[config.mk]
export PLATFORM = sky130hd
export DESIGN_NAME = pipe_adder_flat
export DESIGN_NICKNAME = d
export VERILOG_FILES = /design/src/rtl/pipe_adder_if.sv /design/src/rtl/pipe_adder.sv /design/src/flat_wrapper.sv
export SDC_FILE = /design/constraint.sdc
export NUM_CORES = 1
export LEC_CHECK = 0
export ABC_AREA = 1
export CAP_MARGIN = 20
export CORE_UTILIZATION = 40
export DETAILED_ROUTE_END_ITERATION = 8
export PLACE_DENSITY = 0.71
export SETUP_SLACK_MARGIN = 0.1
export SKIP_LAST_GASP = 1
export SYNTH_ARGS = -nofsm -noshare
export SYNTH_HDL_FRONTEND = slang
export SYNTH_SLANG_ARGS = --single-unit
[constraint.sdc]
create_clock -name clk -period 5.9 [get_ports clk]
set_clock_uncertainty 0.15 [all_clocks]
set_input_delay 0.885 -clock clk [delete_from_list [all_inputs] [get_ports clk]]
set_output_delay 0.885 -clock clk [all_outputs]
set_load 0.005 [all_outputs]
[src/rtl/pipe_adder_if.sv]
// rtl/pipe_adder_if.sv - operation/result handshake bundle for pipe_adder
// Request side : in_valid, in_ready, a, b, ci, sub
// Result side  : out_valid, out_ready, s, co
// Flag outputs : ovf, zero (only when PIPE_ADDER_FLAGS_EN is defined)
// master = producer/consumer around the adder, slave = the adder itself.
interface pipe_adder_if #(
  parameter int WIDTH = 32
);
  logic             in_valid;
  logic             in_ready;
  logic [WIDTH-1:0] a;
  logic [WIDTH-1:0] b;
  logic             ci;
  logic             sub;
  logic             out_valid;
  logic             out_ready;
  logic [WIDTH-1:0] s;
  logic             co;
`ifdef PIPE_ADDER_FLAGS_EN
  logic             ovf;
  logic             zero;
`endif

  modport master (
    output in_valid, a, b, ci, sub, out_ready,
`ifdef PIPE_ADDER_FLAGS_EN
    input  ovf, zero,
`endif
    input  in_ready, out_valid, s, co
  );

  modport slave (
    input  in_valid, a, b, ci, sub, out_ready,
`ifdef PIPE_ADDER_FLAGS_EN
    output ovf, zero,
`endif
    output in_ready, out_valid, s, co
  );
endinterface

[src/rtl/pipe_adder.sv]
// rtl/pipe_adder.sv - pipelined WIDTH-bit adder/subtractor, one SEG-bit ripple segment per stage
// Parameters : WIDTH (operand width, multiple of SEG), SEG (bits per stage)
// Ports      : clk, rst (async, active-high), bus (pipe_adder_if.slave)
//              bus request side  in_valid/in_ready/a/b/ci/sub
//              bus result side   out_valid/out_ready/s/co
// Option     : PIPE_ADDER_FLAGS_EN adds registered ovf/zero flags on bus.
module pipe_adder #(
  parameter int WIDTH = 32,
  parameter int SEG   = 8
) (
  input  logic        clk,
  input  logic        rst,
  pipe_adder_if.slave bus
);
  localparam int STAGES = WIDTH / SEG;
  localparam int LAST   = STAGES - 1;

  for (genvar k = 0; k < STAGES; k++) begin : g_stage
    // Operand-B bits arriving at this stage: segment k and everything above it.
    localparam int BW = WIDTH - k * SEG;

    logic             v_q;
    // Segments 0..k hold finished sums, segments above still hold operand A.
    logic [WIDTH-1:0] a_q;
    logic             c_q;

    logic             src_v;
    logic [WIDTH-1:0] src_a;
    logic [BW-1:0]    src_b;
    logic             src_c;
    logic             go;
    logic             en;
    logic [SEG:0]     seg_sum;
    logic [WIDTH-1:0] a_nxt;

    if (k == 0) begin : g_src
      // Subtract is a + ~b + !ci, so invert B and the carry once at the entry.
      assign src_v = bus.in_valid;
      assign src_a = bus.a;
      assign src_b = bus.sub ? ~bus.b : bus.b;
      assign src_c = bus.sub ? ~bus.ci : bus.ci;
    end else begin : g_src
      assign src_v = g_stage[k-1].v_q;
      assign src_a = g_stage[k-1].a_q;
      assign src_b = g_stage[k-1].g_bq.b_q;
      assign src_c = g_stage[k-1].c_q;
    end

    // go = this stage's contents move on at the next edge.
    if (k == LAST) begin : g_go
      assign go = bus.out_ready;
    end else begin : g_go
      assign go = g_stage[k+1].en;
    end

    // An empty stage always loads, so bubbles collapse.
    assign en = !v_q || go;

    assign seg_sum = {1'b0, src_a[k*SEG +: SEG]} + {1'b0, src_b[SEG-1:0]}
                   + {{SEG{1'b0}}, src_c};

    always_comb begin
      a_nxt               = src_a;
      a_nxt[k*SEG +: SEG] = seg_sum[SEG-1:0];
    end

    always_ff @(posedge clk or posedge rst) begin
      if (rst) begin
        v_q <= 1'b0;
        a_q <= '0;
        c_q <= 1'b0;
      end else if (en) begin
        v_q <= src_v;
        if (src_v) begin
          a_q <= a_nxt;
          c_q <= seg_sum[SEG];
        end
      end
    end

    // The last stage has no operand bits left to carry forward.
    if (k < LAST) begin : g_bq
      logic [BW-SEG-1:0] b_q;

      always_ff @(posedge clk or posedge rst) begin
        if (rst) begin
          b_q <= '0;
        end else if (en && src_v) begin
          b_q <= src_b[BW-1:SEG];
        end
      end
    end
  end

  assign bus.in_ready  = g_stage[0].en;
  assign bus.out_valid = g_stage[LAST].v_q;
  assign bus.s         = g_stage[LAST].a_q;
  assign bus.co        = g_stage[LAST].c_q;

`ifdef PIPE_ADDER_FLAGS_EN
  // Sign bits of A and B' are still the raw operand MSBs when they reach the
  // last stage, so overflow is decided as the top segment is added.
  logic             ovf_q;
  logic             zero_q;
  logic             lst_a_msb;
  logic             lst_b_msb;
  logic [WIDTH-1:0] lst_sum;

  assign lst_a_msb = g_stage[LAST].src_a[WIDTH-1];
  assign lst_b_msb = g_stage[LAST].src_b[SEG-1];
  assign lst_sum   = g_stage[LAST].a_nxt;

  always_ff @(posedge clk or posedge rst) begin
    if (rst) begin
      ovf_q  <= 1'b0;
      zero_q <= 1'b0;
    end else if (g_stage[LAST].en && g_stage[LAST].src_v) begin
      ovf_q  <= (lst_a_msb == lst_b_msb) && (lst_sum[WIDTH-1] != lst_a_msb);
      zero_q <= (lst_sum == '0);
    end
  end

  assign bus.ovf  = ovf_q;
  assign bus.zero = zero_q;
`endif
endmodule

[src/flat_wrapper.sv]
// flat-port wrapper written by rule: the top's interface ports become plain ports
module pipe_adder_flat 
#(
  parameter int WIDTH = 32,
  parameter int SEG   = 8
)
  (clk, rst, bus_in_valid, bus_a, bus_b, bus_ci, bus_sub, bus_out_ready, bus_in_ready, bus_out_valid, bus_s, bus_co);
  pipe_adder_if #(.WIDTH(WIDTH)) bus_i ();
  input  logic clk;
  input  logic rst;
  input wire logic [$bits(bus_i.in_valid)-1:0] bus_in_valid;
  input wire logic [$bits(bus_i.a)-1:0] bus_a;
  input wire logic [$bits(bus_i.b)-1:0] bus_b;
  input wire logic [$bits(bus_i.ci)-1:0] bus_ci;
  input wire logic [$bits(bus_i.sub)-1:0] bus_sub;
  input wire logic [$bits(bus_i.out_ready)-1:0] bus_out_ready;
  output wire logic [$bits(bus_i.in_ready)-1:0] bus_in_ready;
  output wire logic [$bits(bus_i.out_valid)-1:0] bus_out_valid;
  output wire logic [$bits(bus_i.s)-1:0] bus_s;
  output wire logic [$bits(bus_i.co)-1:0] bus_co;
  assign bus_i.in_valid = bus_in_valid;
  assign bus_i.a = bus_a;
  assign bus_i.b = bus_b;
  assign bus_i.ci = bus_ci;
  assign bus_i.sub = bus_sub;
  assign bus_i.out_ready = bus_out_ready;
  assign bus_in_ready = bus_i.in_ready;
  assign bus_out_valid = bus_i.out_valid;
  assign bus_s = bus_i.s;
  assign bus_co = bus_i.co;
  pipe_adder #(.WIDTH(WIDTH), .SEG(SEG)) u_core (.clk(clk), .rst(rst), .bus(bus_i));
endmodule
==> impl_metrics.py <==
metrics = {
    "outcome": {
        "run_status": "finished clean",
    },
    "floorplanning": {
        "row_count": 52,
        "core-area_sq_mm": 0.0205,
        "die_w_microns": 148,
        "initial_utilization_pct": 41.3,
        "dieArea_sq_mm": 0.0218,
        "ios": 105,
        "die_h_microns": 148,
    },
    "sta": {
        "fin_hold_ws_ns": 0.318,
        "rsz0062_at_grt": "false",
        "slew_headroom_pct": 33.0,
        "fmax_mhz": 313,
        "tns_ns": 0,
        "hold_viol_final": 0,
        "setup_viol": 0,
        "period_share_pct": 54.2,
        "min_period_ns": 3.20,
        "finalMaxSlewViolations": 0,
        "max_slew.worst_pin.slew_ns": 1.00,
    },
    "power": {
        "vdd_drop_max_uv": 221,
        "p_leak_nw": 5.11,
        "power_w": 0.00472,
        "power.density_mw_per_mm2": 458,
    },
    "critical_path": {
        "timing.critical_path.to": "bus_in_ready",
        "crit_chain": "clkdlybuf4s50_1 > nor2_4 > nand4_2 > clkdlybuf4s50_1",
        "arrival_ns": 2.16,
        "required_ns": 4.87,
        "critPathMaxStageDelay_ns": 0.51,
        "crit_top_cell": "clkdlybuf4s50_1",
        "worstSetupStartpoint": "bus_out_ready",
        "reg2regPathDepth": 7,
        "path_delay_family": "buffers and inverters",
        "critPathBufInv": 2,
        "crit_path_max_fanout": 4,
        "worstSetupPathDepth": 4,
        "r2r_setup_slack_ns": 3.39,
        "crit_type": "in -> out",
        "worst_setup_path_start_kind": "primary input",
        "worst_path_max_delay_cell": "clkdlybuf4s50_1",
        "end_kind": "output pin",
        "timing.rr.end": "u_core.g_stage[1].g_bq.b_q[10]",
        "r2r-start": "u_core.bus.out_valid",
    },
    "routing": {
        "ant_nets": 0,
        "drt_wl_total_microns": 17100,
        "avgRoutedWirePerCell_microns": 12.7,
        "vias": 6310,
        "avgViaCountPerCell": 4.70,
        "drt-initial-drc-count": 355,
        "drtPass1Iterations": 4,
        "met3_length_microns": 723,
        "drt-met1-wl_microns": 8230,
        "remaining_drc_errors": 0,
        "wl_met2_microns": 7790,
        "highest_layer": "met4",
    },
    "clock_network": {
        "clk_latency_ns": 0.43,
        "post-cts-setup-buffers": 0,
        "clockBufferDepth": 2,
        "ctsResizeCount": 0,
        "clock-sinks": 184,
        "cts.clk_slew.worst_paths_ns": 0.06,
        "cts_tree": "done",
        "cts_buffers": 17,
        "htree_levels": 4,
        "ctsRootBufferMaster": "clkbuf_16",
        "postCtsHoldBufs": 0,
    },
    "yosys": {
        "synth.distinct_cells": 26,
        "synth_area_leaders": "dfrtp_1 (54%), nand2_1 (17%), o21ai_0 (5.4%), ha_1 (4.1%), inv_1 (3.5%)",
        "async_flop_share_pct": 100,
        "synth_edf_count": 0,
        "synth_warnings": 0,
        "ys_ff_latch": 184,
        "netlist_instances": 972,
        "synth_largest_area_cell": "dfrtp_1",
        "synth_fp_nets": 1078,
        "synth_ff_type": "dfrtp_1",
        "yosysMostFrequentCell": "nand2_1",
        "synth_seq_area_share_pct": 54.3,
        "synth_common_cells": "nand2_1 (388), dfrtp_1 (184), o21ai_0 (91)",
        "avgSynthCellArea_sq_um": 8.72,
        "synth_area_sq_mm": 0.00847,
        "synth_top_area_share_pct": 54.3,
    },
    "global_routing": {
        "grt_pass1_vias": 5874,
        "grt_max_degree": 90,
        "grt_overflow": 0,
        "antenna_found_initial": 0,
        "track_usage_pct": 16.8,
        "grt_pass1_wl_microns": 28800,
    },
    "finish": {
        "area_growth_pct": 21.4,
        "diodes": 0,
        "drive_gt1_share_pct": 4.94,
        "nets": 1167,
        "nFillCells": 1933,
    },
    "place": {
        "dp_hpwl_microns": 11900,
        "io_buffer_count": 104,
        "gp_congestion": 0.829,
    },
    "hold_path": {
        "hp-start": "u_core.bus.s[25]",
        "hp-class": "reg -> reg",
    },
    "run": {
        "maxCapViolCount": 0,
    },
}
-- power breakdown --
part           internal [W]  switching, W  leakage (nW)  total [W]
clock              0.000646      0.000458         0.281    0.00110
combinational      0.000704      0.000926          2.54    0.00163
sequential          0.00172      0.000261          2.28    0.00198
total               0.00307       0.00165          5.11    0.00472
-- state kept, by name, summed over array words and instances (netlist names) --
name                     flops
u_core.g_stage.c_q           3
u_core.bus.out_valid         1
u_core.bus.s                32
u_core.g_stage.a_q          96
u_core.g_stage.v_q           3
u_core.g_stage.g_bq.b_q     48
u_core.bus.co                1
-- cells by family (layout without fill, tap and decap cells) --
kind of cell	after synthesis	after routing	synth area share, %
flip-flops	184	184	54.3
AND/OR/NAND/NOR	461	461	21.8
AO/OA/AOI/OAI	130	130	7.78
XOR/XNOR	38	38	3.93
adder cells (fa/ha/maj)	36	36	6.02
buffers and inverters	123	224	6.13
-- per-layer routing --
layer | global-route usage, % | up-vias
li1 | - | 3227
met1 | 23.5 | 2915
met2 | 26.2 | 150
met3 | 2.81 | 18
met4 | 6.60 | 0
met5 | 0 | -
-- worst min path at each step --
stage	endpoint	slack, ns	cells after the start
CTS	u_core.g_stage[1].g_bq.b_q[5]	0.32	2
detailed placement	u_core.bus.s[7]	0.31	2
global placement	u_core.g_stage[1].g_bq.b_q[7]	0.30	2
finish	u_core.bus.s[25]	0.32	2
global route	u_core.bus.s[22]	0.34	2
floorplan	u_core.g_stage[1].a_q[16]	0.29	2
-- tightest hold or removal path, stage by stage (launching register included) --
cell and delay (ns):
dfrtp_1 0.34, nand2_1 0.05, nand2_1 0.04
-- layout by cell type, fill, tap and decap left out, types with 7 or more instances in the layout --
master	Yosys	layout
nand2_1	388	388
dfrtp_1	184	184
clkdlybuf4s50_1	0	103
o21ai_0	91	91
inv_1	79	78
nand3_1	35	35
ha_1	28	28
xnor2_1	27	27
o21ai_1	19	19
nor2_1	17	17
clkbuf_16	0	17
a21oi_1	15	15
xor2_1	11	11
nand3b_1	8	8
fa_1	8	8
or2_2	7	7
-- layout make-up --
type / count / area (sq um) / share of cell area [%]
flip-flops and latches: 184 / 4600 / 44.7
multi-input cells: 665 / 3350 / 32.6
clock inverters: 6 / 63.8 / 0.620
clock buffers: 25 / 515 / 5.01
well taps: 270 / 338 / 3.28
inverters: 84 / 319 / 3.10
repair buffers: 109 / 1100 / 10.7
-- stage by stage --
step	cell area [sq um]	instances	utilization [%]	setup slack, ns
2_1_floorplan	8480	972	-	2.50
3_3_place_gp	9690	1311	47.3	2.55
3_5_place_dp	9710	1312	47.4	2.47
4_1_cts	10300	1343	50.2	2.70
5_1_grt	10300	1343	50.2	2.63
6_report	10300	1343	50.2	2.70
Note: power is estimated with default switching activity, not from simulation.
